### config.mk
export PLATFORM = sky130hd
export DESIGN_NAME = led_frame_buffer
export DESIGN_NICKNAME = d
export VERILOG_FILES = /design/src/rtl/led_pkg.sv /design/src/rtl/led_frame_buffer.sv
export SDC_FILE = /design/constraint.sdc
export NUM_CORES = 1
export LEC_CHECK = 0
export ABC_AREA = 1
export CAP_MARGIN = 30
export CORE_ASPECT_RATIO = 2
export CORE_MARGIN = 2
export CORE_UTILIZATION = 60
export DETAILED_ROUTE_END_ITERATION = 6
export PLACE_DENSITY_LB_ADDON = 0.12
export SLEW_MARGIN = 10
export SYNTH_ARGS = -nofsm -noshare
export SYNTH_HDL_FRONTEND = slang
export SYNTH_SLANG_ARGS = --single-unit
### constraint.sdc
create_clock -name clk -period 5.4 [get_ports clk]
set_input_delay 0.54 -clock clk [delete_from_list [all_inputs] [get_ports clk]]
set_output_delay 0.54 -clock clk [all_outputs]
set_load 0.05 [all_outputs]
### src/rtl/led_pkg.sv
// Shared definitions for the LED frame buffer: bus-transaction states and
// helpers that derive the buffer geometry from the LED chain parameters.
package led_pkg;

  typedef enum logic [1:0] {
    IDLE     = 2'd0,
    WAIT_PTR = 2'd1,
    XFER     = 2'd2
  } state_t;

  function automatic int calc_bytes(input int led_cnt, input int channels);
    return led_cnt * channels;
  endfunction

  function automatic int calc_frame_w(input int bytes);
    return bytes * 8;
  endfunction

  function automatic int calc_ptr_w(input int bytes);
    return $clog2(bytes);
  endfunction

  // The serializer shifts bit 8n first, so byte MSBs land on the low index.
  function automatic logic [7:0] bit_reverse8(input logic [7:0] b);
    logic [7:0] r;
    for (int i = 0; i < 8; i++) begin
      r[i] = b[7-i];
    end
    return r;
  endfunction

endpackage

### src/rtl/led_frame_buffer.sv
// I2C-fed double-buffered LED frame store. Bytes written over the bus land in
// a shadow buffer; a STOP after any write copies the whole shadow into the
// active buffer that drives the serializer, deferred while it is busy.
module led_frame_buffer
  import led_pkg::*;
#(
  parameter int LED_CNT  = 3,
  parameter int CHANNELS = 3,
  parameter int WRAP     = 1,
  localparam int BYTES   = calc_bytes(LED_CNT, CHANNELS),
  localparam int FRAME_W = calc_frame_w(BYTES),
  localparam int PTR_W   = calc_ptr_w(BYTES)
) (
  input  logic               clk,
  input  logic               reset,
  input  logic               start,
  input  logic               stop,
  input  logic               ptr_valid,
  input  logic [7:0]         ptr,
  input  logic               wr_valid,
  input  logic [7:0]         wr_data,
  input  logic               rd_req,
  output logic [7:0]         rd_data,
  input  logic               tx_busy,
  output logic [FRAME_W-1:0] frame,
  output logic               frame_update,
  output logic               commit_pending,
  output logic               err
);

  localparam logic [PTR_W-1:0] LAST_PTR = PTR_W'(BYTES - 1);
  localparam logic [7:0]       BYTES_B  = 8'(BYTES);
  localparam bit               WRAP_EN  = (WRAP != 0);

  state_t           state_reg, state_next;
  logic [PTR_W-1:0] ptr_reg, ptr_next, ptr_adv;
  logic             sat_reg, sat_next, sat_adv;
  logic             dirty_reg, dirty_next;
  logic             pend_reg, pend_next;
  logic             err_reg, err_next;
  logic             update_reg, update_next;
  logic [7:0]       rd_data_reg, rd_data_next;
  logic             shadow_we;
  logic             copy_en;
  logic             stop_commit;

  logic [7:0] shadow_reg [BYTES];
  logic [7:0] active_reg [BYTES];

  // Pointer advance after a byte is consumed: wrap to 0, or park on the last
  // byte and mark the buffer exhausted.
  always_comb begin
    ptr_adv = ptr_reg + 1'b1;
    sat_adv = 1'b0;
    if (ptr_reg == LAST_PTR) begin
      ptr_adv = WRAP_EN ? '0 : ptr_reg;
      sat_adv = !WRAP_EN;
    end
  end

  // Transaction sequencing plus commit scheduling.
  always_comb begin
    state_next   = state_reg;
    ptr_next     = ptr_reg;
    sat_next     = sat_reg;
    dirty_next   = dirty_reg;
    pend_next    = pend_reg;
    err_next     = err_reg;
    update_next  = 1'b0;
    rd_data_next = rd_data_reg;
    shadow_we    = 1'b0;
    copy_en      = 1'b0;

    // Copy uses this cycle's shadow; a write on the same edge re-dirties below.
    stop_commit = stop && !start && dirty_reg;
    if ((stop_commit || pend_reg) && !tx_busy) begin
      copy_en     = 1'b1;
      update_next = 1'b1;
      pend_next   = 1'b0;
      dirty_next  = 1'b0;
    end else if (stop_commit) begin
      pend_next = 1'b1;
    end

    if (start) begin
      state_next = WAIT_PTR;
      err_next   = 1'b0;
      // A repeated START keeps dirty so the write half still commits at STOP.
      if (state_reg == IDLE) begin
        dirty_next = 1'b0;
      end
    end else if (stop) begin
      state_next = IDLE;
    end else begin
      case (state_reg)
        WAIT_PTR: begin
          if (ptr_valid) begin
            state_next = XFER;
            sat_next   = 1'b0;
            if (ptr < BYTES_B) begin
              ptr_next = ptr[PTR_W-1:0];
            end else begin
              ptr_next = '0;
              err_next = 1'b1;
            end
          end
        end
        XFER: begin
          if (wr_valid) begin
            if (sat_reg) begin
              err_next = 1'b1;
            end else begin
              shadow_we  = 1'b1;
              dirty_next = 1'b1;
              ptr_next   = ptr_adv;
              sat_next   = sat_adv;
            end
          end else if (rd_req) begin
            if (sat_reg) begin
              rd_data_next = 8'h00;
              err_next     = 1'b1;
            end else begin
              rd_data_next = shadow_reg[ptr_reg];
              ptr_next     = ptr_adv;
              sat_next     = sat_adv;
            end
          end
        end
        default: ;
      endcase
    end
  end

  // Control and status registers.
  always_ff @(posedge clk) begin
    if (reset) begin
      state_reg   <= IDLE;
      ptr_reg     <= '0;
      sat_reg     <= 1'b0;
      dirty_reg   <= 1'b0;
      pend_reg    <= 1'b0;
      err_reg     <= 1'b0;
      update_reg  <= 1'b0;
      rd_data_reg <= 8'h00;
    end else begin
      state_reg   <= state_next;
      ptr_reg     <= ptr_next;
      sat_reg     <= sat_next;
      dirty_reg   <= dirty_next;
      pend_reg    <= pend_next;
      err_reg     <= err_next;
      update_reg  <= update_next;
      rd_data_reg <= rd_data_next;
    end
  end

  // Shadow and active byte stores; active only moves on a commit.
  always_ff @(posedge clk) begin
    if (reset) begin
      for (int i = 0; i < BYTES; i++) begin
        shadow_reg[i] <= 8'h00;
        active_reg[i] <= 8'h00;
      end
    end else begin
      if (shadow_we) begin
        shadow_reg[ptr_reg] <= wr_data;
      end
      if (copy_en) begin
        for (int i = 0; i < BYTES; i++) begin
          active_reg[i] <= shadow_reg[i];
        end
      end
    end
  end

  genvar gi;
  generate
    for (gi = 0; gi < BYTES; gi++) begin : g_frame
      assign frame[8*gi +: 8] = bit_reverse8(active_reg[gi]);
    end
  endgenerate

  assign rd_data        = rd_data_reg;
  assign frame_update   = update_reg;
  assign commit_pending = pend_reg;
  assign err            = err_reg;

endmodule

==> results.tsv <==
metric	value	unit
Starting DRT DRC Count	509	
Yosys cell types	25	
setup TNS	0	ps
fin area	11220	sq um
H-tree levels	1	
Arr. time, crit path	2900	ps
Worst R2R End	shadow_reg[11][4]$_DFFE_PP_	
Worst path most repeated cell	nor2_1	
Crit. path cell count	6	
Skew-Pair Late Insertion Delay	490	ps
DRC	0	
reg2reg start	state_reg[0]$_SDFFE_PP0P_	
via count	6526	
CP Launch Type	input port	
final setup fails	0	
Critical path buffers and inverters	3	
flops & latches, synth	222	
PortBufs	106	
initial antenna violation count	0	
Routed WL	20.91	mm
max-slew violations	0	
vias in the first global route	6276	
Site Rows	65	
Hold Vio Cnt, Final	0	
crit path capture type	register	
status	completed	
Slew @ Worst Pin	903.7	ps
die width	93.27	um
Worst Setup Path Type	input port to register	
slowest CP cell	clkdlybuf4s50_1	
Setup Buffers After CTS	0	
Hold Path Class	register to register	
share of cells above drive strength 1	0.05550	
commonest cells after routing, fill and taps aside	200 x edfxtp_1, 183 x nand2_1, 181 x nor2_1	
register area share after synthesis	0.6742	
total die area	17020	sq um
Post-Syn Instances	935	
mapped cell area	9562	sq um
crit path cell chain	clkdlybuf4s50_1 -> inv_2 -> nand4_2 -> nor2_1 -> inv_1 -> nor2_1	
CP delay by family, top	buffers and inverters	
synthesized area per cell	10.23	sq um
CTS tree	built	
pin count of the biggest net entering global routing	73	
reg2reg setup slack	3090	ps
Final Critical Period	2773	ps
Worst slew margin	0.3954	
Final nets	1064	
Storage cell area	6447	sq um
IO Count	107	
ANT nets after route	0	
Post-CTS Hold Buffers	0	
Antenna Cells	0	
Core Area	15700	sq um
Clock Pin Slew Worst Setup and Hold Paths	60	ps
clk sinks	222	
fmax	360.6	MHz
ys async rst share	0	
max reg flops	128	
syn nets	966	
Filler Cell Count	1178	
CP max stage delay	640	ps
initial core utilization	0.6092	
wire per inst	16.78	um
first-pass GRT wire length	32.44	mm
peak supply drop	0.2969	mV
DP Area	10650	sq um
drt pass-1 iters	7	
ys flop type	edfxtp_1	
CTS resizes	0	
Max-cap violations	0	
worst-case reg-to-reg path depth	6	
Lkg Pwr	4.616	nW
CTS Buffer Depth	3	
RSZ-0062 raised after global routing	no	
CTS buffer count	19	
DP HPWL	15.04	mm
multi-input logic area	2265	sq um
via/cell ratio	5.238	
crit path to	shadow_reg[11][4]$_DFFE_PP_	
grt total ovfl	0	
chip height	182.5	um
Worst EP required	5520	ps
most common cell after layout, fill and taps aside	edfxtp_1	
P&R area growth vs syn	17.30	%
gr usage total	0.2524	
Crit Path Max Fanout	16	
CTS Root Cell	clkbuf_16	
Tcrit/Tclk final	0.5136	
Warnings, synthesis	0	
EDFF count, synth	200	
Crit. Startpoint	reset	
routability cong.	0.8982	
Clock Skew	15.10	ps
P per Cell Area	302.5	nW/um^2
-- stage by stage --
step	std cells	hold slack (ps)	setup slack, ps	util	power (mW)
floorplan	935	458.1	2525	-	2.106
global placement	1210	469.3	2167	0.6771	2.198
detailed placement	1212	472.4	2142	0.6784	2.202
CTS	1245	488.0	2641	0.7133	3.403
global route	1246	513.7	2472	0.7145	3.486
finish	1246	477.1	2627	0.7145	3.392
-- cell type report --
cell class              instances  share of cell area
well taps                     201             0.02242
repair buffers                112              0.1002
multi-input cells             524              0.2019
flip-flops and latches        222              0.5749
clock buffers                  23             0.04373
inverters                     154             0.05176
clock inverters                10            0.005132
-- worst reg2reg max path: stages (launching register included) --
cell and delay (ps):
dfxtp_1 330, inv_1 90, ha_1 280, nand4_2 230
nor2_1 420, inv_1 110, nor2_1 490
-- cells in the mapped netlist, types with 7 or more instances --
cell type / count / area (sq um)
edfxtp_1: 200 / 6006
nand2_1: 184 / 690.7
nor2_1: 181 / 679.4
inv_1: 138 / 518.0
nand3_1: 118 / 590.6
dfxtp_1: 22 / 440.4
buf_6: 14 / 157.7
a21oi_1: 11 / 55.05
buf_2: 11 / 55.05
nand2_2: 9 / 56.30
clkinv_1: 8 / 30.03
ha_1: 7 / 87.58
inv_2: 7 / 26.28
-- worst min-delay path by stage --
stage / from / end / slack [ps] / depth (start not counted)
2_1_floorplan: dirty_reg$_SDFF_PP0_ / dirty_reg$_SDFF_PP0_ / 460 / 2
3_3_place_gp: err$_SDFFE_PP0P_ / err$_SDFFE_PP0P_ / 470 / 2
3_5_place_dp: err$_SDFFE_PP0P_ / err$_SDFFE_PP0P_ / 470 / 2
4_1_cts: err$_SDFFE_PP0P_ / err$_SDFFE_PP0P_ / 490 / 2
5_1_grt: err$_SDFFE_PP0P_ / err$_SDFFE_PP0P_ / 510 / 2
6_report: err$_SDFFE_PP0P_ / err$_SDFFE_PP0P_ / 480 / 2
-- metal layers --
metal  share of wire  GRT usage  vias up
li1                -          -     3183
met1            0.34     0.2716     3027
met2            0.56     0.4765      259
met3           0.044    0.02477       57
met4           0.051     0.1276        0
met5               0          0        -
-- kinds of logic (layout without fill, tap and decap cells) --
kind of cell / after synthesis / after routing / synth area share
and+or+nand+nor: 499 / 499 / 0.2166
DFF: 222 / 222 / 0.6742
buffers and inverters: 189 / 299 / 0.08924
AOI/OAI and AO/OA: 17 / 17 / 0.009945
adders and majority gates: 7 / 7 / 0.009159
xor gates and xnor gates: 1 / 1 / 0.0009162
-- power by group --
group | switching (mW) | leakage (nW) | internal, mW | total [mW]
clock | 0.574 | 0.260 | 0.651 | 1.23
sequential | 0.0119 | 2.17 | 1.90 | 1.92
combinational | 0.180 | 2.19 | 0.0698 | 0.250
No activity file was read; power rests on OpenSTA's default activity.
